`src/rtl/bcd_line_formatter_uart_if.sv`:
```
// Handshake bundle between the BCD reading source, the line formatter and the
// byte-wide UART transmitter.
interface bcd_line_formatter_uart_if #(
   parameter int NUMBER_OF_DIGITS = 8
);
   logic [4*NUMBER_OF_DIGITS-1:0] bcd_in;
   logic                          bcd_valid;
   logic                          uart_busy;
   logic                          uart_start;
   logic [7:0]                    uart_byte;
   logic                          line_active;
   logic                          dropped;

   modport master (
      output bcd_in, bcd_valid, uart_busy,
      input  uart_start, uart_byte, line_active, dropped
   );

   modport slave (
      input  bcd_in, bcd_valid, uart_busy,
      output uart_start, uart_byte, line_active, dropped
   );
endinterface

```
`src/rtl/bcd_line_formatter_uart.sv`:
```
// Turns packed-BCD readings into fixed-width ASCII lines (blanked, '.', CR LF)
// and feeds them one byte at a time to the UART, with a one-entry pending buffer.
module bcd_line_formatter_uart #(
   parameter int NUMBER_OF_DIGITS       = 8,
   parameter int DECIMAL_POINT_POSITION = 2,
   parameter bit SUPPRESS_REPEATS       = 1'b1
) (
   input logic                      clock,
   input logic                      resetb,
   bcd_line_formatter_uart_if.slave bus
);
   localparam int ND  = NUMBER_OF_DIGITS;
   localparam int DP  = DECIMAL_POINT_POSITION;
   localparam int W   = 4 * ND;
   localparam int LEN = ND + ((DP > 0) ? 1 : 0) + 2;
   localparam logic [4:0] IDX_DOT = 5'(ND - DP);
   localparam logic [4:0] IDX_CR  = 5'(LEN - 2);
   localparam logic [4:0] IDX_LF  = 5'(LEN - 1);

   typedef enum logic [2:0] {S_IDLE, S_LOAD, S_ISSUE, S_SETTLE, S_DRAIN} state_t;

   state_t       state_q, state_d;
   logic [W-1:0] line_q, line_d;
   logic [W-1:0] pend_q, pend_d;
   logic [W-1:0] last_q, last_d;
   logic         pend_full_q, pend_full_d;
   logic [4:0]   idx_q, idx_d;
   logic         start_q, start_d;
   logic [7:0]   byte_q, byte_d;
   logic         dropped_q, dropped_d;

   logic [W-1:0] cand;
   logic         pend_take, to_pend, avail, repeat_hit;
   logic [4:0]   dsel;
   logic [3:0]   dig;
   logic         allz, blank;
   logic [7:0]   ch;

   // Character for the current index; a zero digit is blanked only while every
   // digit up to and including it is zero and it sits left of the units digit.
   always_comb begin
      dsel = idx_q;
      if (DP > 0 && idx_q > IDX_DOT) dsel = idx_q - 5'd1;
      dig   = 4'h0;
      blank = 1'b0;
      allz  = 1'b1;
      for (int unsigned i = 0; i < ND; i++) begin
         allz = allz && (line_q[4*(ND-1-i) +: 4] == 4'h0);
         if (dsel == 5'(i)) begin
            dig   = line_q[4*(ND-1-i) +: 4];
            blank = allz && (i + 1 < ND - DP);
         end
      end
      if (idx_q == IDX_CR)                    ch = 8'h0d;
      else if (idx_q == IDX_LF)               ch = 8'h0a;
      else if (DP > 0 && idx_q == IDX_DOT)    ch = 8'h2e;
      else if (blank)                         ch = 8'h20;
      else if (dig > 4'd9)                    ch = 8'h3f;
      else                                    ch = {4'h3, dig};
   end

   always_comb begin
      state_d     = state_q;
      line_d      = line_q;
      pend_d      = pend_q;
      pend_full_d = pend_full_q;
      last_d      = last_q;
      idx_d       = idx_q;
      start_d     = 1'b0;
      byte_d      = byte_q;
      dropped_d   = 1'b0;

      pend_take  = (state_q == S_IDLE) && pend_full_q;
      to_pend    = bus.bcd_valid && ((state_q != S_IDLE) || pend_full_q);
      cand       = pend_full_q ? pend_q : bus.bcd_in;
      avail      = pend_full_q || bus.bcd_valid;
      repeat_hit = SUPPRESS_REPEATS && (cand == last_q);

      if (pend_take) pend_full_d = 1'b0;
      if (to_pend) begin
         pend_d      = bus.bcd_in;
         pend_full_d = 1'b1;
         dropped_d   = pend_full_q && !pend_take;
      end

      unique case (state_q)
         S_IDLE: begin
            if (avail && !repeat_hit) begin
               state_d = S_LOAD;
               line_d  = cand;
               last_d  = cand;
               idx_d   = '0;
            end
         end
         // The first strobe is pre-issued from LOAD so it lands in the first
         // ISSUE cycle; later bytes raise start from inside ISSUE.
         S_LOAD: begin
            state_d = S_ISSUE;
            if (!bus.uart_busy) begin
               start_d = 1'b1;
               byte_d  = ch;
            end
         end
         S_ISSUE: begin
            if (start_q) begin
               state_d = S_SETTLE;
            end else if (!bus.uart_busy) begin
               start_d = 1'b1;
               byte_d  = ch;
            end
         end
         S_SETTLE: state_d = S_DRAIN;
         S_DRAIN: begin
            if (!bus.uart_busy) begin
               if (idx_q == IDX_LF) begin
                  state_d = S_IDLE;
               end else begin
                  idx_d   = idx_q + 5'd1;
                  state_d = S_ISSUE;
               end
            end
         end
         default: state_d = S_IDLE;
      endcase
   end

   always_ff @(posedge clock or negedge resetb) begin
      if (!resetb) begin
         state_q     <= S_IDLE;
         line_q      <= '0;
         pend_q      <= '0;
         pend_full_q <= 1'b0;
         last_q      <= '1;
         idx_q       <= '0;
         start_q     <= 1'b0;
         byte_q      <= '0;
         dropped_q   <= 1'b0;
      end else begin
         state_q     <= state_d;
         line_q      <= line_d;
         pend_q      <= pend_d;
         pend_full_q <= pend_full_d;
         last_q      <= last_d;
         idx_q       <= idx_d;
         start_q     <= start_d;
         byte_q      <= byte_d;
         dropped_q   <= dropped_d;
      end
   end

   assign bus.uart_start  = start_q;
   assign bus.uart_byte   = byte_q;
   assign bus.line_active = (state_q != S_IDLE);
   assign bus.dropped     = dropped_q;
endmodule
```
`src/flat_wrapper.sv`:
```
// flat-port wrapper written by rule: the top's interface ports become plain ports
module bcd_line_formatter_uart_flat 
#(
   parameter int NUMBER_OF_DIGITS       = 8,
   parameter int DECIMAL_POINT_POSITION = 2,
   parameter bit SUPPRESS_REPEATS       = 1'b1
)
  (clock, resetb, bus_bcd_in, bus_bcd_valid, bus_uart_busy, bus_uart_start, bus_uart_byte, bus_line_active, bus_dropped);
  bcd_line_formatter_uart_if #(.NUMBER_OF_DIGITS(NUMBER_OF_DIGITS)) bus_i ();
  input logic clock;
  input logic resetb;
  input wire logic [$bits(bus_i.bcd_in)-1:0] bus_bcd_in;
  input wire logic [$bits(bus_i.bcd_valid)-1:0] bus_bcd_valid;
  input wire logic [$bits(bus_i.uart_busy)-1:0] bus_uart_busy;
  output wire logic [$bits(bus_i.uart_start)-1:0] bus_uart_start;
  output wire logic [$bits(bus_i.uart_byte)-1:0] bus_uart_byte;
  output wire logic [$bits(bus_i.line_active)-1:0] bus_line_active;
  output wire logic [$bits(bus_i.dropped)-1:0] bus_dropped;
  assign bus_i.bcd_in = bus_bcd_in;
  assign bus_i.bcd_valid = bus_bcd_valid;
  assign bus_i.uart_busy = bus_uart_busy;
  assign bus_uart_start = bus_i.uart_start;
  assign bus_uart_byte = bus_i.uart_byte;
  assign bus_line_active = bus_i.line_active;
  assign bus_dropped = bus_i.dropped;
  bcd_line_formatter_uart #(.NUMBER_OF_DIGITS(NUMBER_OF_DIGITS), .DECIMAL_POINT_POSITION(DECIMAL_POINT_POSITION), .SUPPRESS_REPEATS(SUPPRESS_REPEATS)) u_core (.clock(clock), .resetb(resetb), .bus(bus_i));
endmodule
```
`config.mk`:
```
export PLATFORM = sky130hd
export DESIGN_NAME = bcd_line_formatter_uart_flat
export DESIGN_NICKNAME = d
export VERILOG_FILES = /design/src/rtl/bcd_line_formatter_uart_if.sv /design/src/rtl/bcd_line_formatter_uart.sv /design/src/flat_wrapper.sv
export SDC_FILE = /design/constraint.sdc
export NUM_CORES = 1
export LEC_CHECK = 0
export BUFFER_PORTS_ARGS = -buffer_cell sky130_fd_sc_hd__buf_2
export CORE_ASPECT_RATIO = 0.75
export CORE_MARGIN = 5
export CORE_UTILIZATION = 30
export DETAILED_ROUTE_END_ITERATION = 8
export GPL_TIMING_DRIVEN = 0
export SYNTH_ARGS = -nofsm -noshare
export SYNTH_HDL_FRONTEND = slang
export SYNTH_SLANG_ARGS = --single-unit
export TNS_END_PERCENT = 5
```
`constraint.sdc`:
```
create_clock -name clock -period 5.3 [get_ports clock]
set_input_delay 0.265 -clock clock [delete_from_list [all_inputs] [get_ports clock]]
set_output_delay 0.265 -clock clock [all_outputs]
set_load 0.005 [all_outputs]
```
==> results of run 1 <==
[path summary, 6_finish.rpt]
check / startpoint / to / slack, ns / depth (start not counted)
hold reg to reg: u_core.bus.uart_byte[5] / u_core.bus.uart_byte[5] / 0.49 / 1
min in group clock: bus_bcd_in[11] / u_core.pend_q[11] / 0.09 / 2
hold / removal: resetb / u_core.pend_q[26] / -0.03 / 1
setup / recovery: u_core.idx_q[0] / u_core.bus.uart_byte[0] / 1.70 / 11
setup reg to reg: u_core.idx_q[0] / u_core.bus.uart_byte[0] / 1.70 / 11
max in group asynchronous: resetb / u_core.last_q[12] / 4.53 / 2
[cells by family after synthesis]
kind of cell               Yosys count  synth area share (%)
DFF                                113                 47.62
adders and majority gates            5                0.9973
other                                1               0.06227
muxes                              132                 25.56
AOI/OAI and AO/OA                   74                 8.851
buffers and inverters               37                 3.428
and+or+nand+nor                     92                 8.103
xor gates and xnor gates            37                 5.381
[state kept, by name (all words and copies together) (netlist names)]
register and flops:
u_core.last_q 32, u_core.line_q 32, u_core.bus.dropped 1, u_core.bus.uart_byte 6
u_core.bus.uart_start 1, u_core.pend_full_q 1, u_core.pend_q 32, u_core.idx_q 5
u_core.state_q 3
[cell type report]
| cell class | count | area, um^2 | share of cell area (%) |
|---|---|---|---|
| Inverter | 8 | 30.03 | 0.4183 |
| Timing Repair Buffer | 45 | 242.7 | 3.382 |
| Tap cell | 253 | 316.6 | 4.410 |
| Multi-Input combinational cell | 342 | 2952 | 41.12 |
| Clock buffer | 18 | 439.2 | 6.118 |
| Buffer | 29 | 176.4 | 2.458 |
| Sequential cell | 113 | 2868 | 39.95 |
| Clock inverter | 14 | 153.9 | 2.144 |
[synth_stat cells, types with 3 or more instances]
| cell type | instances | area [um^2] |
|---|---|---|
| and2_1 | 3 | 18.77 |
| or4_1 | 3 | 22.52 |
| o21ai_0 | 16 | 80.08 |
| nor3_1 | 3 | 15.01 |
| a211oi_1 | 6 | 45.04 |
| buf_6 | 3 | 33.78 |
| nor2_1 | 13 | 48.80 |
| a21boi_0 | 4 | 30.03 |
| mux2_4 | 15 | 225.2 |
| nand4_1 | 6 | 37.54 |
| and3_1 | 7 | 43.79 |
| buf_4 | 8 | 60.06 |
| nand2b_1 | 4 | 25.02 |
| o22ai_1 | 5 | 31.28 |
| xnor2_1 | 5 | 43.79 |
| buf_2 | 3 | 15.01 |
| clkbuf_1 | 12 | 45.04 |
| xor2_1 | 32 | 280.3 |
| nand3_1 | 10 | 50.05 |
| nand2_1 | 20 | 75.07 |
| a22oi_1 | 3 | 22.52 |
| dfrtp_1 | 81 | 2027 |
| a21oi_1 | 6 | 30.03 |
| nor2b_1 | 3 | 18.77 |
| inv_1 | 8 | 30.03 |
| mux2i_1 | 3 | 30.03 |
| ha_1 | 4 | 50.05 |
| dfstp_2 | 32 | 840.8 |
| o211ai_1 | 9 | 67.56 |
| nor4_1 | 12 | 75.07 |
| or3_1 | 3 | 18.77 |
| mux2_2 | 114 | 1284 |
[cell usage in the layout, fill, tap and decap left out, types with 13 or more instances in the layout]
cell type and n:
mux2_2 114, dfrtp_1 81, buf_2 46, xor2_1 32, dfstp_2 32, nand2_1 20
clkbuf_16 17, o21ai_0 16, mux2_4 15, nor2_1 13
[per-layer routing]
| layer | part of all wire, % | wire [um] | vias to the layer above |
|---|---|---|---|
| met5 | 0 | 0 | - |
| met4 | 1.2 | 177 | 0 |
| met3 | 5.2 | 802 | 19 |
| met2 | 41 | 6362 | 126 |
| met1 | 52 | 8041 | 2134 |
| li1 | - | - | 1939 |
[through the flow]
step                instance area (um^2)  util [%]
CTS                                 7178     36.73
global placement                    6563     33.58
global route                        7178     36.73
detailed placement                  6585     33.69
finish                              7178     36.73
floorplan                           6026         -
[power by group]
group	internal, uW	switching (uW)	total, uW
sequential	1350	258	1600
clock	710	444	1150
combinational	970	893	1860
total	3030	1600	4620
==> impl_metrics.csv, run 1 <==
group,metric,value,unit
run_status,status,"complete, but fails checks",
run_status,violations,"hold timing",
die,die_w,173.6,um
die,start_util,30.81,%
logic_synthesis,synth_cells,491,
sta,setup_ws,1.704,ns
global_route,grtUsageMet2,18.76,%
worst_setup_path,cp-start-kind,"register",
flow_run,cap_violations,0,
worst_setup_path,crit_buf_inv,3,
routing,wl,15380,um
pwr,leakagePower,0.002969,uW
global_route,grt_max_degree,70,
clock_tree,clock-sinks,113,
logic_synthesis,seq_area_frac_synth,47.62,%
routing,dr.pass1.iters,5,
sta,finalHoldViolCount,19,
routing,vias,4218,
clock_tree,ctsResizeCount,0,
finish,layout-drive-gt1-share,44.82,%
finish,n_fill_cell,1906,
finish,final_cells,822,
die,rows,44,
global_route,grt_pass1_vias,4380,
sta,rsz0062_at_grt,"false",
placement,place_hpwl,11560,um
worst_setup_path,critPathMaxFanout,10,
routing,wire_per_inst,18.72,um
logic_synthesis,ys_ff_latch,113,
worst_setup_path,critPathMostFrequentCell,"clkbuf_1",
logic_synthesis,synthArstFlopShare,100.0,%
routing,via_per_inst,5.131,
pwr,power_density,643.7,mW/mm^2
clock_tree,postCtsSetupRepairBufs,0,
pwr,p_total,4621,uW
hold_path,holdCritPathClass,"input port to asynchronous set/reset pin",
logic_synthesis,synth_edf_count,0,
logic_synthesis,ys.flop_type,"dfrtp_1",
global_route,met1_usage,20.88,%
worst_setup_path,cp.arrival,3.92,ns
worst_setup_path,cp_cell_sequence,"clkbuf_1 -> inv_1 -> ha_1 -> clkbuf_1 -> nand2b_1 -> a21boi_0 -> nor2_1 -> a221o_1 -> a21oi_1 -> a2111oi_0 -> a311oi_1",
sta,holdWs,-0.02675,ns
global_route,busiest_layer,"met1",
clock_tree,htreeDepth,4,
die,core,0.01954,mm^2
routing,ant_nets,0,
pwr,vdd_drop_max,0.0002415,V
sta,finalSetupTns,0,ns
finish,syn_to_final_growth,19.20,%
finish,nNetsFinal,596,
clock_tree,postCtsHoldBufs,0,
placement,dp_cells,790,
placement,gp_congestion,0.8728,
logic_synthesis,synthDistinctLibCells,58,
sta,slew-limit-headroom,40.17,%
sta,clock_skew,0.01115,ns
die,io_pins,47,
logic_synthesis,yosys_warnings,0,
routing,dr.first_iter.drc_count,307,
worst_setup_path,crit_path_top_delay_cell,"a21boi_0",
global_route,antenna_found_initial,0,
routing,drc,0,
clock_tree,cts_tree,"done",
sta,fin_crit,3.596,ns
global_route,overflow,0,
clock_tree,clock_latency,0.42,ns
worst_setup_path,required,5.63,ns
sta,worst_slew_pin_slew,0.8975,ns
global_route,grt_pass1_wl,24560,um
clock_tree,cts_buffers,17,
clock_tree,clk_path_buf_depth,2,
logic_synthesis,syn_avg_cell_area,12.26,um^2
global_route,grtUsageTotal,13.53,%
sta,fmax,0.2781,GHz
placement,pre_cts_slack,1.830,ns
sta,min_period_over_period,67.86,%
sta,slew_violations,0,
clock_tree,cts_root_buffer,"clkbuf_16",
worst_setup_path,critPathTopFamily,"compound AO/OA/AOI/OAI gates",
placement,portBuffers,44,
die,die_area,0.02304,mm^2
worst_setup_path,end_kind,"register",
worst_setup_path,max_stage_delay,0.47,ns
logic_synthesis,syn_area,0.006022,mm^2
finish,num_antenna_cells,0,
global_route,grt_use_met3,3.109,%
sta,setup_viol,0,
die,fp.dieH,132.7,um
worst_setup_path,path_class,"register to register",
clock_tree,clk_pin_slew,0.06,ns
Note: power is estimated with default switching activity, not from simulation.
==> run 2, diff against run 1 <==
- clock period: 5.3 -> 2.94 ns (I/O delays scaled with it)
==> run 2 against run 1 <==
  * Sequential share of layout area is 3.2 points lower
  * Hold slack better by 0.032 ns
  * Total power is 90% higher
  * Worst setup slack worse by 1.7 ns
  * Highest routed layer unchanged
  * Via count is 4.3% higher
  * Critical path depth stayed put
  * Flip-flop and latch count stayed put
  * Die area stayed put
  * Largest cell class unchanged
  * First-iteration DRC count is 4.6% higher
  * The flow now finishes without violations
==> impl_metrics.csv, run 2 (synthesis results as in run 1) <==
group,metric,value,unit
clock_tree,clock_latency,0.42,ns
sta,worst_slew_pin_slew,0.8990,ns
finish,nNetsFinal,641,
finish,fin_area,0.007810,mm^2
sta,fmax,0.3420,GHz
global_route,overflow,0,
finish,num_antenna_cells,0,
routing,drc,0,
finish,n_fill_cell,1846,
routing,dr.pass1.iters,4,
routing,wl,15910,um
finish,layout-drive-gt1-share,47.07,%
sta,slew-limit-headroom,40.07,%
finish,final_common_cell,"mux2_2",
placement,portBuffers,44,
routing,dr.first_iter.drc_count,321,
worst_setup_path,required,3.24,ns
clock_tree,cts_tree,"done",
sta,rsz0062_at_grt,"true",
sta,fin_crit,2.924,ns
placement,place_hpwl,11560,um
routing,vias,4400,
clock_tree,htreeDepth,4,
global_route,grt_pass1_wl,25020,um
die,core,0.01954,mm^2
hold_path,holdCritPathClass,"input port to register",
worst_setup_path,ff2ff_setup_slack,0.02,ns
clock_tree,cts_buffers,17,
placement,dp_cells,790,
pwr,power_density,1123,mW/mm^2
die,die_w,173.6,um
pwr,vdd_drop_max,0.0004757,V
sta,finalHoldViolCount,0,
finish,most-common-layout-cells,"111 x mux2_2, 81 x dfrtp_1, 44 x buf_2",
pwr,leakagePower,0.003242,uW
global_route,grtUsageTotal,13.73,%
clock_tree,clk_path_buf_depth,2,
routing,ant_nets,0,
routing,wire_per_inst,18.36,um
worst_setup_path,path_class,"register to register",
die,fp.dieH,132.7,um
global_route,grt_max_degree,70,
worst_setup_path,end_kind,"register",
sta,slew_violations,0,
sta,min_period_over_period,99.46,%
worst_setup_path,cp.arrival,3.22,ns
die,die_area,0.02304,mm^2
worst_setup_path,critPathMaxFanout,10,
global_route,antenna_found_initial,0,
sta,clock_skew,0.01248,ns
placement,gp_congestion,0.8728,
placement,placed_area,0.006585,mm^2
global_route,busiest_layer,"met1",
die,rows,44,
global_route,grt_use_met3,2.938,%
global_route,grtUsageMet2,19.33,%
finish,biggestRegsByFlops,"u_core.last_q: 32 flops, u_core.line_q: 32 flops, u_core.pend_q: 32 flops",
sta,finalSetupTns,0,ns
finish,final_cells,867,
clock_tree,clock-sinks,113,
global_route,grt_pass1_vias,4476,
run_status,status,"complete, no violations",
sta,setup_viol,0,
routing,via_per_inst,5.075,
clock_tree,cts_root_buffer,"clkbuf_16",
finish,syn_to_final_growth,29.69,%
die,start_util,30.81,%
global_route,met1_usage,21.11,%
die,io_pins,47,
worst_setup_path,cp-start-kind,"register",
flow_run,cap_violations,0,
clock_tree,clk_pin_slew,0.06,ns
sta,holdWs,0.004805,ns
run 2: changes by cell type in the layout (fill, tap and decap cells not counted), sizes merged:
cell | previous run | this run
dlygate4sd3 | 0 | 32
buf | 62 | 74
clkbuf | 30 | 31
run 2: timing repair:
| action | in CTS | in global routing |
|---|---|---|
| hold endpoints to repair | 83 | 0 |
| cloned | 0 | 1 |
| setup buffers | 7 | 6 |
| hold buffers | 32 | 0 |
| pin swaps | 6 | 7 |
| setup endpoints to repair | 75 | 87 |
| gates resized for setup | 18 | 28 |
run 2: cell type report:
class / instances / area, um^2 / share of cell area, %
Multi-Input combinational cell: 342 / 3067 / 39.27
Buffer: 28 / 237.7 / 3.044
Inverter: 8 / 30.03 / 0.3845
Timing Repair Buffer: 91 / 698.2 / 8.939
Clock inverter: 14 / 153.9 / 1.971
Tap cell: 253 / 316.6 / 4.053
Clock buffer: 18 / 439.2 / 5.623
Sequential cell: 113 / 2868 / 36.72
run 2: stage by stage:
stage | power, uW | util (%) | setup WS (ns)
finish | 8774 | 39.96 | 0.01581
global route | 9250 | 39.96 | -0.05899
CTS | 8593 | 39.03 | 0.006111
detailed placement | 6278 | 33.69 | -0.5300
global placement | 6140 | 33.58 | -0.5795
floorplan | 5310 | - | 0.2025
run 2: worst max-delay path: stages, from the launching register on:
cell and delay (ns):
dfrtp_1 0.40, buf_12 0.16, buf_12 0.15, mux2_4 0.33
xor2_1 0.18, nor4_4 0.41, nand4_1 0.23, o221ai_4 0.22
buf_4 0.17, buf_8 0.11, buf_8 0.14, mux2_4 0.30
run 2: where the power goes:
part	internal [uW]	leakage, uW	switching, uW
sequential	2430	0.00129	473
clock	1280	0.000272	802
combinational	2040	0.00168	1750
run 2: final timing paths:
check	start	to	depth (start not counted)
setup / recovery	u_core.pend_full_q	u_core.line_q[29]	11
hold / removal	bus_bcd_in[14]	u_core.pend_q[14]	2
setup reg to reg	u_core.pend_full_q	u_core.line_q[29]	11
hold reg to reg	u_core.bus.uart_byte[5]	u_core.bus.uart_byte[5]	1
max in group asynchronous	resetb	u_core.last_q[12]	3
min in group asynchronous	resetb	u_core.pend_q[26]	2
run 2: layer usage:
layer | vias to the layer above | routed length [um]
li1 | 2040 | -
met1 | 2210 | 8182
met2 | 135 | 6716
met3 | 15 | 863
met4 | 0 | 151
met5 | - | 0
